`src/rtl/multi_chroma_key_if.sv`:
```
// multi_chroma_key_if: pixel stream bundle between HSV source, keyer and substitution mux
// master drives pix_valid/hsv_in and receives the delayed pixel with per-key and combined match;
// slave is the keyer side.
interface multi_chroma_key_if #(
   parameter int CW    = 8,
   parameter int NKEYS = 2
);
   logic             pix_valid;
   logic [3*CW-1:0]  hsv_in;
   logic [3*CW-1:0]  hsv_out;
   logic             valid_out;
   logic [NKEYS-1:0] key_match;
   logic             chroma_key_match;
   modport master (output pix_valid, hsv_in, input hsv_out, valid_out, key_match, chroma_key_match);
   modport slave (input pix_valid, hsv_in, output hsv_out, valid_out, key_match, chroma_key_match);
endinterface

```
`src/rtl/multi_chroma_key.sv`:
```
// multi_chroma_key: 2-stage HSV keyer against NKEYS adjustable windows with per-frame match count
// clk, rst (sync, active-low); vsync (falling edge = frame start); up/down/left/right buttons,
// adjust_thr_en, key_sel select the key slot to adjust/display; h_nom/s_nom/v_nom/range show it;
// match_count = matched valid pixels of the previous frame; pix = pixel stream (slave side).
module multi_chroma_key #(
   parameter int CW            = 8,
   parameter int NKEYS         = 2,
   parameter int ADJ_DIV       = 16,
   parameter int CNT_W         = 20,
   parameter int H_NOMINAL     = 85,
   parameter int S_NOMINAL     = 94,
   parameter int V_NOMINAL     = 202,
   parameter int RANGE_NOMINAL = 50,
   parameter int V_RANGE_POS   = 50,
   parameter int V_RANGE_NEG   = 100,
   parameter int HUE_WRAP      = 1,
   parameter int KSW           = (NKEYS > 1) ? $clog2(NKEYS) : 1
) (
   input  logic             clk,
   input  logic             rst,
   input  logic             vsync,
   input  logic             up,
   input  logic             down,
   input  logic             left,
   input  logic             right,
   input  logic             adjust_thr_en,
   input  logic [KSW-1:0]   key_sel,
   output logic [CW-1:0]    h_nom,
   output logic [CW-1:0]    s_nom,
   output logic [CW-1:0]    v_nom,
   output logic [CW-1:0]    range,
   output logic [CNT_W-1:0] match_count,
   multi_chroma_key_if.slave pix
);
   localparam logic [CW:0]      MAX  = {1'b0, {CW{1'b1}}};
   localparam logic [CW:0]      VPOS = (CW+1)'(V_RANGE_POS);
   localparam logic [CW:0]      VNEG = (CW+1)'(V_RANGE_NEG);
   localparam logic [CNT_W-1:0] CMAX = '1;
   localparam int               DW   = (ADJ_DIV > 1) ? $clog2(ADJ_DIV) : 1;
   localparam logic [DW-1:0]    DLAST = DW'(ADJ_DIV - 1);
   localparam logic [KSW:0]     NK   = (KSW+1)'(NKEYS);

   logic [CW-1:0]           hn [NKEYS];
   logic [CW-1:0]           sn [NKEYS];
   logic [CW-1:0]           vn [NKEYS];
   logic [CW-1:0]           rn [NKEYS];
   logic [CW-1:0]           h, s, v;
   logic [NKEYS-1:0][2:0]   hit_c, hit1;
   logic [NKEYS-1:0]        km_c;
   logic [3*CW-1:0]         hsv1;
   logic                    v1;
   logic                    vsync_q, vsync_fall, sel_ok, step, inc;
   logic [DW-1:0]           div;
   logic [CNT_W-1:0]        acc, acc_n;

   // Saturating window nom-neg .. nom+pos, inclusive, evaluated in CW+1 bits.
   function automatic logic in_rng(input logic [CW-1:0] x, nom, input logic [CW:0] neg, pos);
      logic [CW:0] lo, hi;
      lo = ({1'b0, nom} >= neg) ? {1'b0, nom} - neg : '0;
      hi = ({1'b0, nom} + pos > MAX) ? MAX : {1'b0, nom} + pos;
      return ({1'b0, x} >= lo) && ({1'b0, x} <= hi);
   endfunction

   // Circular hue window; when it spans the whole circle every hue matches.
   function automatic logic hue_in(input logic [CW-1:0] x, nom, r);
      logic [CW-1:0] lo, hi;
      lo = nom - r;
      hi = nom + r;
      return ({r, 1'b0} >= MAX) || ((lo <= hi) ? (x >= lo && x <= hi) : (x >= lo || x <= hi));
   endfunction

   function automatic logic [CW-1:0] nudge(input logic [CW-1:0] x, input logic inc_b, dec_b);
      return (inc_b && !dec_b) ? ((x == MAX[CW-1:0]) ? x : x + 1'b1) :
             (dec_b && !inc_b) ? ((x == '0) ? x : x - 1'b1) : x;
   endfunction

   assign h = pix.hsv_in[3*CW-1:2*CW];
   assign s = pix.hsv_in[2*CW-1:CW];
   assign v = pix.hsv_in[CW-1:0];

   always_comb begin
      hit_c = '0;
      km_c  = '0;
      for (int i = 0; i < NKEYS; i++) begin
         hit_c[i] = {(HUE_WRAP != 0) ? hue_in(h, hn[i], rn[i]) : in_rng(h, hn[i], {1'b0, rn[i]}, {1'b0, rn[i]}),
                     in_rng(s, sn[i], {1'b0, rn[i]}, {1'b0, rn[i]}),
                     in_rng(v, vn[i], VNEG, VPOS)};
         km_c[i]  = &hit1[i];
      end
   end

   always_ff @(posedge clk) begin
      if (!rst) begin
         hsv1                 <= '0;
         v1                   <= 1'b0;
         hit1                 <= '0;
         pix.hsv_out          <= '0;
         pix.valid_out        <= 1'b0;
         pix.key_match        <= '0;
         pix.chroma_key_match <= 1'b0;
      end else begin
         hsv1                 <= pix.hsv_in;
         v1                   <= pix.pix_valid;
         hit1                 <= hit_c;
         pix.hsv_out          <= hsv1;
         pix.valid_out        <= v1;
         pix.key_match        <= v1 ? km_c : '0;
         pix.chroma_key_match <= v1 & (|km_c);
      end
   end

   assign vsync_fall = vsync_q & ~vsync;
   assign sel_ok     = {1'b0, key_sel} < NK;
   assign step       = adjust_thr_en & vsync_fall & (div == DLAST) & sel_ok;

   always_ff @(posedge clk) begin
      if (!rst) begin
         vsync_q <= 1'b0;
         div     <= '0;
         for (int i = 0; i < NKEYS; i++) begin
            hn[i] <= CW'(H_NOMINAL);
            sn[i] <= CW'(S_NOMINAL);
            vn[i] <= CW'(V_NOMINAL);
            rn[i] <= CW'(RANGE_NOMINAL);
         end
      end else begin
         vsync_q <= vsync;
         div     <= !adjust_thr_en ? '0 : vsync_fall ? ((div == DLAST) ? '0 : div + 1'b1) : div;
         for (int i = 0; i < NKEYS; i++) begin
            if (step && key_sel == KSW'(i)) begin
               if (!left && !right) hn[i] <= nudge(hn[i], up, down);
               if (left && !right)  sn[i] <= nudge(sn[i], up, down);
               if (!left && right)  vn[i] <= nudge(vn[i], up, down);
               if (left && right)   rn[i] <= nudge(rn[i], up, down);
            end
         end
      end
   end

   assign h_nom = sel_ok ? hn[key_sel] : '0;
   assign s_nom = sel_ok ? sn[key_sel] : '0;
   assign v_nom = sel_ok ? vn[key_sel] : '0;
   assign range = sel_ok ? rn[key_sel] : '0;

   // The match presented on the vsync_fall cycle still belongs to the closing frame.
   assign inc   = pix.valid_out & pix.chroma_key_match;
   assign acc_n = (acc == CMAX || !inc) ? acc : acc + 1'b1;

   always_ff @(posedge clk) begin
      if (!rst) begin
         acc         <= '0;
         match_count <= '0;
      end else if (vsync_fall) begin
         match_count <= acc_n;
         acc         <= '0;
      end else begin
         acc <= acc_n;
      end
   end
endmodule

```
`src/flat_wrapper.sv`:
```
// flat-port wrapper written by rule: the top's interface ports become plain ports
module multi_chroma_key_flat 
#(
   parameter int CW            = 8,
   parameter int NKEYS         = 2,
   parameter int ADJ_DIV       = 16,
   parameter int CNT_W         = 20,
   parameter int H_NOMINAL     = 85,
   parameter int S_NOMINAL     = 94,
   parameter int V_NOMINAL     = 202,
   parameter int RANGE_NOMINAL = 50,
   parameter int V_RANGE_POS   = 50,
   parameter int V_RANGE_NEG   = 100,
   parameter int HUE_WRAP      = 1,
   parameter int KSW           = (NKEYS > 1) ? $clog2(NKEYS) : 1
)
  (clk, rst, vsync, up, down, left, right, adjust_thr_en, key_sel, h_nom, s_nom, v_nom, range, match_count, pix_pix_valid, pix_hsv_in, pix_hsv_out, pix_valid_out, pix_key_match, pix_chroma_key_match);
  multi_chroma_key_if #(.CW(CW), .NKEYS(NKEYS)) pix_i ();
  input  logic clk;
  input  logic rst;
  input  logic vsync;
  input  logic up;
  input  logic down;
  input  logic left;
  input  logic right;
  input  logic adjust_thr_en;
  input  logic [KSW-1:0] key_sel;
  output logic [CW-1:0] h_nom;
  output logic [CW-1:0] s_nom;
  output logic [CW-1:0] v_nom;
  output logic [CW-1:0] range;
  output logic [CNT_W-1:0] match_count;
  input wire logic [$bits(pix_i.pix_valid)-1:0] pix_pix_valid;
  input wire logic [$bits(pix_i.hsv_in)-1:0] pix_hsv_in;
  output wire logic [$bits(pix_i.hsv_out)-1:0] pix_hsv_out;
  output wire logic [$bits(pix_i.valid_out)-1:0] pix_valid_out;
  output wire logic [$bits(pix_i.key_match)-1:0] pix_key_match;
  output wire logic [$bits(pix_i.chroma_key_match)-1:0] pix_chroma_key_match;
  assign pix_i.pix_valid = pix_pix_valid;
  assign pix_i.hsv_in = pix_hsv_in;
  assign pix_hsv_out = pix_i.hsv_out;
  assign pix_valid_out = pix_i.valid_out;
  assign pix_key_match = pix_i.key_match;
  assign pix_chroma_key_match = pix_i.chroma_key_match;
  multi_chroma_key #(.CW(CW), .NKEYS(NKEYS), .ADJ_DIV(ADJ_DIV), .CNT_W(CNT_W), .H_NOMINAL(H_NOMINAL), .S_NOMINAL(S_NOMINAL), .V_NOMINAL(V_NOMINAL), .RANGE_NOMINAL(RANGE_NOMINAL), .V_RANGE_POS(V_RANGE_POS), .V_RANGE_NEG(V_RANGE_NEG), .HUE_WRAP(HUE_WRAP), .KSW(KSW)) u_core (.clk(clk), .rst(rst), .vsync(vsync), .up(up), .down(down), .left(left), .right(right), .adjust_thr_en(adjust_thr_en), .key_sel(key_sel), .h_nom(h_nom), .s_nom(s_nom), .v_nom(v_nom), .range(range), .match_count(match_count), .pix(pix_i));
endmodule
```
`config.mk`:
```
export PLATFORM = sky130hd
export DESIGN_NAME = multi_chroma_key_flat
export DESIGN_NICKNAME = d
export VERILOG_FILES = /design/src/rtl/multi_chroma_key_if.sv /design/src/rtl/multi_chroma_key.sv /design/src/flat_wrapper.sv
export SDC_FILE = /design/constraint.sdc
export NUM_CORES = 1
export LEC_CHECK = 0
export CORE_UTILIZATION = 60
export CTS_CLUSTER_SIZE = 30
export DETAILED_ROUTE_END_ITERATION = 8
export PLACE_DENSITY = 0.83
export SLEW_MARGIN = 0
export SYNTH_ARGS = -nofsm -noshare
export SYNTH_HDL_FRONTEND = slang
export SYNTH_SLANG_ARGS = --single-unit
```
`constraint.sdc`:
```
create_clock -name clk -period 4.3 [get_ports clk]
set_input_delay 0.43 -clock clk [delete_from_list [all_inputs] [get_ports clk]]
set_output_delay 0.43 -clock clk [all_outputs]
set_load 0.005 [all_outputs]
```
# ---- After elaboration in Yosys (flattened, before gate mapping)
# Memory sizes are Yosys's and may differ from the RTL's.
# Index checks and enable logic that the tools add are counted.
dict set report classes {
  add_sub_neg 30
  order_cmp 24
  n_eq_ne 10
  n_mux 81
  bitwise_logic 16
  n_reduce_logical 38
}
# op n
set ops {}
lappend ops {{8-bit 2-to-1 mux} 40}
lappend ops {{9-bit 2-to-1 mux} 8}
lappend ops {{8-bit by 1-bit adder with 8-bit output, second input constant} 8}
lappend ops {{8-bit == test, second input constant} 8}
lappend ops {{8-bit zero test} 8}
lappend ops {{8-bit by 1-bit subtractor with 8-bit output, second input constant} 8}
lappend ops {{8-bit by 9-bit >= comparator with 1-bit output} 4}
lappend ops {{9-bit by 8-bit greater-than comparator with 1-bit output, second input constant} 4}
lappend ops {{8-bit by 9-bit less-or-equal comparator with 1-bit output} 4}
lappend ops {{8-bit >= comparator} 4}
lappend ops {{8-bit less-or-equal comparator} 4}
lappend ops {{1-bit 2-to-1 mux} 31}
lappend ops {{20-bit by 1-bit adder with 20-bit output, second input constant} 1}
lappend ops {{20-bit == test, second input constant} 1}
lappend ops {{20-bit 2-to-1 mux} 1}
lappend ops {{8-bit by 6-bit adder with 9-bit output, second input constant} 2}
lappend ops {{8-bit by 8-bit adder with 9-bit output} 2}
lappend ops {{9-bit by 8-bit >= comparator with 1-bit output, second input constant} 2}
lappend ops {{8-bit by 7-bit subtractor with 9-bit output, second input constant} 2}
lappend ops {{8-bit by 8-bit subtractor with 9-bit output} 2}
lappend ops {{8-bit adder} 2}
lappend ops {{8-bit by 7-bit >= comparator with 1-bit output, second input constant} 2}
lappend ops {{8-bit subtractor} 2}
lappend ops {{1-bit logical AND} 14}
lappend ops {{11 further kinds} 35}
dict set report word_totals {
  regBits 104
  ramBits 64
  output_inout_bits 80
  elab_cells 215
  memories 4
}
# name depth word_bits rd rd_clocked_by_memory_dff write_ports line_no
set mem_list {}
lappend mem_list {u_core.hn 2 8 3 0 2 multi_chroma_key.sv:43} ;# logic [CW-1:0] hn [NKEYS];
lappend mem_list {u_core.rn 2 8 3 0 2 multi_chroma_key.sv:46} ;# logic [CW-1:0] rn [NKEYS];
lappend mem_list {u_core.sn 2 8 3 0 2 multi_chroma_key.sv:44} ;# logic [CW-1:0] sn [NKEYS];
lappend mem_list {u_core.vn 2 8 3 0 2 multi_chroma_key.sv:45} ;# logic [CW-1:0] vn [NKEYS];

# ---- Longest topological paths before layout
# Gate-level depths: netlist of run 1.
dict set report depth {
  ltp_word 9
  ltp_mapped 16
}

# ---- Least setup slack after synthesis of run 1
# No wires, ideal clock.
dict set report synth_path {
  path_type {input to register}
  start {input up}
  end {memory u_core.hn[1][6] (data pin)}
  setup_time_ps 273
  t_arrival_ps 3516
  t_required_ps 4027
  path_slack_ps 511
  stages 9
  path_cell_list {nor2b_1 > clkinv_1 > fa_1 > a21o_1 > a21oi_1 > o21bai_1 > a21oi_1 > xor2_1 > nand2_1}
}
# item line_no
set synth_lines {}
lappend synth_lines {{start, declared} flat_wrapper.sv:22} ;# input logic up;
lappend synth_lines {{end, declared} multi_chroma_key.sv:43}

==> flow_summary.toml, run 1 <==
[clock_tree]
clk_path_buf_depth = 2
cts_buffers = 17
ctsHoldBuffers = 0
numClockSinks = 168
cts_tree = "done"
post_cts_resized = 0
ctsRootBufferMaster = "clkbuf_16"
clock_latency_ps = 450
htreeDepth = 4
cts_setup_buffers = 0
path_clk_slew_ps = 80

[logic_synthesis]
ys_warn_count = 0
synth-seq-cells = 168
syn_inst = 1592
synth_edf_count = 64
avgSynthCellArea_um2 = 8.82
synth_fp_nets = 1876
ys.flop_type = "dfxtp_1"
synth_cell_type_count = 72
seq_area_frac_synth = 0.285
async_flop_share = 0
synth_area_um2 = 14000

[grt]
grt_pass1_wl_um = 59700
grt-ovfl-total = 0
antenna_found_initial = 0
grt_pass1_vias = 11900
grt_max_degree = 49
grt.total_usage = 0.313

[routing]
first_iter_violations = 976
drt-total-wl_um = 36600
viasPerCell = 6.02
remaining_drc_errors = 0
vias = 12200
wire_per_inst_um = 18.1
drtPass1Iterations = 7
drtAntennaViolNets = 0

[outcome]
status = "finished clean"

[placement]
dpl_cell_area_um2 = 15500
finalWeightedCongestion = 0.909
hpwl_um = 27900
io_buffer_count = 113

[final_layout]
num-fill-cells = 1731
syn2layout_area_growth_pct = 15.2
diodes = 0
design_area_um2 = 16200
layout.nets = 1981
final_cell_mix = "ha_1, nor2_1, nand2_1"
final_common_cell = "ha_1"
drive_above_1_share = 0.0608

[power]
peakVddDrop_mv = 0.180
powerDensity_nw_per_um2 = 309
leakagePower_nw = 6.78

[critical_path]
critPathCaptureType = "flip-flop"
reg2regPathDepth = 13
path_max_fanout = 10
cp_data_arrival_time_ps = 4060
crit_required_ps = 4690
worst_setup_path_start_kind = "flip-flop"
criticalPathCategory = "flip-flop to flip-flop"

[job]
maxCapViolCount = 0

[sta]
fin_crit_ps = 3670
setup-violations-final = 0
maxSlewHeadroom = 0.341
slew_viol_final = 0
fin_setup_tns_ps = 0
rsz0062_at_grt = "false"
finClkSkew_ps = 14.5
clock.fmax_ghz = 0.273
period_share = 0.853
hold_viol = 0
worst_slew_pin_slew_ps = 989

[die]
core-area_um2 = 22800
die_h_um = 155
die_x_um = 155
io_pins = 114
die-area_um2 = 24000
fp-row-count = 55
start_util = 0.617

[worst_hold_path]
whs_path_depth = 1
hold_path_class = "flip-flop to flip-flop"
where the power goes:
part | switching, mW | total, mW | internal (mW)
Clock | 0.838 | 1.66 | 0.818
Combinational | 0.809 | 1.51 | 0.702
Sequential | 0.102 | 1.82 | 1.72
metrics by stage:
stage	total power, mW	util	std cells	worst slack [ps]	hold WS [ps]
floorplan	2.89	-	1592	511	412
global placement	3.28	0.682	1991	885	414
detailed placement	3.34	0.682	1991	742	419
CTS	4.98	0.710	2023	729	437
global route	5.25	0.710	2023	358	442
finish	4.99	0.710	2023	632	436
Yosys cell counts, drive strengths merged (9+ instances only):
cell type / instances / area, um^2
a211oi: 9 / 72.6
o21ai: 71 / 355
o21bai: 15 / 113
clkbuf: 39 / 146
nor2b: 24 / 150
buf: 9 / 40.0
ha: 234 / 2930
o21a: 17 / 128
inv: 84 / 315
fa: 16 / 320
a21oi: 127 / 636
xnor2: 70 / 613
nand4: 33 / 213
xor2: 60 / 526
nor4: 15 / 100
o41ai: 9 / 78.8
dfxtp: 104 / 2080
nor2: 140 / 526
and2: 59 / 369
or2: 15 / 93.8
a21o: 38 / 285
edfxtp: 64 / 1920
nor3: 30 / 160
o211ai: 14 / 110
and3: 15 / 93.8
or3: 10 / 67.6
mux2: 21 / 236
nand3: 24 / 120
nand2b: 32 / 200
nand2: 129 / 484
registers in the layout (all words and copies together) (netlist names):
register / count
u_core.hsv1: 24
u_core.pix.hsv_out: 24
u_core.acc: 20
u_core.match_count: 20
u_core.hn: 16
u_core.rn: 16
u_core.sn: 16
u_core.vn: 16
u_core.hit1: 6
u_core.div: 4
u_core.pix.key_match: 2
u_core.pix.chroma_key_match: 1
u_core.pix.valid_out: 1
u_core.v1: 1
u_core.vsync_q: 1
layer usage:
metal | vias to the layer above | wire [um] | GRT usage
met1 | 5750 | 16200 | 0.416
met5 | - | 0 | 0
met3 | 78 | 2560 | 0.0457
li1 | 5849 | - | -
met2 | 492 | 16900 | 0.513
met4 | 0 | 1030 | 0.124
worst max-delay path: stages (launching register included):
cell and delay [ps]:
edfxtp_1 580, ha_1 320, fa_1 390, nand2b_1 110
a21oi_1 90, o21a_1 200, o31ai_1 290, a21oi_1 250
nor2_1 170, ha_1 270, a2111oi_0 460, o211ai_1 160
a21oi_1 160, and3_1 170
worst paths after layout:
path,startpoint,endpoint,slack [ps]
worst max-delay path,u_core.rn[0][0]$_SDFFCE_PP0P_,u_core.hit1[1]$_SDFF_PN0_,630
worst min register to register,u_core.hsv1[18]$_SDFF_PN0_,u_core.pix.hsv_out[18]$_SDFF_PN0_,440
worst min-delay path,u_core.hsv1[18]$_SDFF_PN0_,u_core.pix.hsv_out[18]$_SDFF_PN0_,440
worst max register to register,u_core.rn[0][0]$_SDFFCE_PP0P_,u_core.hit1[1]$_SDFF_PN0_,630
area by class of cell:
cell class	instances	area, um^2	area share
tap	313	392	0.0242
multi-input combinational	1290	9530	0.589
timing repair buffer	134	1290	0.0798
clock inverter	15	211	0.0131
inverter	86	323	0.0200
sequential	168	4000	0.247
clock buffer	17	425	0.0263
cell families (layout without fill, tap and decap cells):
group / Yosys count / after routing / synth area share
flip-flops: 168 / 168 / 0.285
AND/OR/NAND/NOR: 537 / 537 / 0.190
multiplexers: 24 / 24 / 0.0190
XOR/XNOR: 130 / 130 / 0.0811
adder cells (fa/ha/maj): 250 / 250 / 0.231
AO/OA/AOI/OAI: 349 / 349 / 0.157
buffers and inverters: 134 / 252 / 0.0363
No activity file was read; power rests on OpenSTA's default activity.
==> run 2: changes to the inputs <==
- ABC_AREA: unset -> 1
- CAP_MARGIN: unset -> 20
- CORE_UTILIZATION: 60 -> 61
- PLACE_DENSITY: 0.83 -> 0.84
==> flow_summary.toml, run 2 <==
[grt]
met1_usage = 0.417
gr-usage-met3 = 0.0478
grt_busiest_layer = "met2"
grt-ovfl-total = 0
grt_pass1_wl_um = 64900
grt.total_usage = 0.313
grt_pass1_vias = 13500
antenna_found_initial = 0
grt_max_degree = 48
met2_usage = 0.516

[logic_synthesis]
synth_area_leaders = "ha_1, dfxtp_1, nand2_1, edfxtp_1, inv_1"
async_flop_share = 0
synth_area_um2 = 15000
seq_area_frac_synth = 0.267
synth-seq-cells = 168
synth_top_area_cell = "ha_1"
synth_cell_type_count = 50
ys_warn_count = 0
synth_top_area_share = 0.195
synth_edf_count = 64
syn_inst = 2099
synth_common_cells = "nand2_1, inv_1, ha_1, a21oi_1, nor2_1"
synth_fp_nets = 2383
synth_most_common_cell = "nand2_1"
avgSynthCellArea_um2 = 7.14
ys.flop_type = "dfxtp_1"

[final_layout]
final_common_cell = "nand2_1"
drive_above_1_share = 0.0373
num-fill-cells = 1922
diodes = 0
final_cell_mix = "nand2_1, inv_1, ha_1"
final_core_util = 0.719
largestRegisters = "u_core.hsv1 x24, u_core.pix.hsv_out x24"
final_cell_count_no_fill = 2545
layout.nets = 2497
syn2layout_area_growth_pct = 14.0

[power]
clockPowerShare = 0.382
powerDensity_nw_per_um2 = 250
leakagePower_nw = 8.58
internal_power_mw = 2.85
switchingPower_mw = 1.41
peakVddDrop_mv = 0.200
sw_frac_of_total = 0.331
pwr-share-seq = 0.405
comb_power_share = 0.213

[outcome]
status = "finished clean"

[critical_path]
critPathCaptureType = "flip-flop"
crit_required_ps = 4650
cp_data_arrival_time_ps = 3650
path_max_fanout = 10
criticalPathCategory = "flip-flop to flip-flop"
worst_setup_path_start_kind = "flip-flop"

[clock_tree]
cts_buffers = 17
ctsHoldBuffers = 0
cts_tree = "done"
ctsRootBufferMaster = "clkbuf_16"
post_cts_resized = 0
cts_setup_buffers = 0
htreeDepth = 4
clock_latency_ps = 440
numClockSinks = 168
path_clk_slew_ps = 90
clk_path_buf_depth = 2

[sta]
setup-violations-final = 0
fin_setup_tns_ps = 0
finClkSkew_ps = 15.2
fin_crit_ps = 3300
maxSlewHeadroom = 0.371
rsz0062_at_grt = "false"
worst_slew_pin_slew_ps = 944
period_share = 0.769
hold_viol = 0
clock.fmax_ghz = 0.303
setup_slack_ps = 995
hold_ws_ps = 408
slew_viol_final = 0

[routing]
drt-total-wl_um = 39400
remaining_drc_errors = 0
viasPerCell = 5.67
first_iter_violations = 1388
wire_per_inst_um = 15.5
vias = 14400
drtAntennaViolNets = 0
drtPass1Iterations = 6

[placement]
place_inst = 2511
finalWeightedCongestion = 0.959
dp_slack_ps = 1050
io_buffer_count = 113
hpwl_um = 30500

[die]
die-area_um2 = 25200
start_util = 0.631
die_x_um = 159
die_h_um = 159
fp-row-count = 56
io_pins = 114
core-area_um2 = 23800

[job]
maxCapViolCount = 0

[worst_hold_path]
hold_path_class = "flip-flop to flip-flop"
run 2: cell count changes in the layout (fill, tap and decap cells not counted), sizes merged, moves of 45 or more:
cell	before	now
a21oi	127	172
and2	59	1
inv	95	319
nand2	129	546
nand3	24	112
xnor2	70	18
run 2: path summary, 6_finish.rpt:
kind / start / cells past startpoint / slack (ps) / to
max: u_core.rn[1][1]$_SDFFCE_PP1P_ / 19 / 1000 / u_core.hit1[5]$_SDFF_PN0_
min: u_core.hsv1[17]$_SDFF_PN0_ / 2 / 410 / u_core.pix.hsv_out[17]$_SDFF_PN0_
max reg2reg: u_core.rn[1][1]$_SDFFCE_PP1P_ / 19 / 1000 / u_core.hit1[5]$_SDFF_PN0_
min reg2reg: u_core.hsv1[17]$_SDFF_PN0_ / 2 / 410 / u_core.pix.hsv_out[17]$_SDFF_PN0_
run 2: worst max-delay path, stage by stage, from the launching register on:
cell and delay, ps:
edfxtp_1 660, inv_1 260, ha_1 360, nor2_1 100, nand2_1 60, nand2_1 140
a21oi_1 80, o21ai_0 240, xor2_1 270, ha_1 290, a21oi_1 160, nor2_1 50
nor2_1 110, nand2_1 60, nand2_1 70, inv_1 40, o21ai_0 70, nand3_1 80
nand2_1 60, inv_1 40
run 2: kinds of logic (layout without fill, tap and decap cells):
kind of cell,after synthesis,in the layout,synth area share
AO/OA/AOI/OAI,343,343,0.127
XOR/XNOR,64,64,0.0374
adder cells (fa/ha/maj),250,250,0.217
buffers and inverters,346,473,0.0883
flip-flops,168,168,0.267
AND/OR/NAND/NOR,928,928,0.264
run 2: layout make-up:
cell class / count / area, um^2 / share of cell area
Tap cell: 319 / 399 / 0.0234
Sequential cell: 168 / 4000 / 0.234
Clock buffer: 17 / 425 / 0.0249
Multi-Input combinational cell: 1585 / 9660 / 0.565
Clock inverter: 15 / 195 / 0.0114
Inverter: 313 / 1170 / 0.0688
Timing Repair Buffer: 128 / 1230 / 0.0719
run 2: through the flow:
stage / instance area (um^2) / total power, mW
6_report: 17100 / 4.27
5_1_grt: 17100 / 4.46
4_1_cts: 17100 / 4.25
2_1_floorplan: 15000 / 2.36
3_5_place_dp: 16500 / 2.65
3_3_place_gp: 16500 / 2.61
run 2: power groups by stage:
stage | registers [mW] | logic [mW] | clock network [mW]
global placement | 1.76 | 0.849 | 0
floorplan | 1.75 | 0.614 | 0
detailed placement | 1.76 | 0.889 | 0
CTS | 1.73 | 0.897 | 1.63
global route | 1.73 | 1.03 | 1.70
finish | 1.73 | 0.910 | 1.63
run 2: metal layers:
layer  up-vias  routed length (um)
li1       7146                   -
met1      6630               17400
met2       564               17800
met3        91                3160
met4         0                 992
met5         -                   0
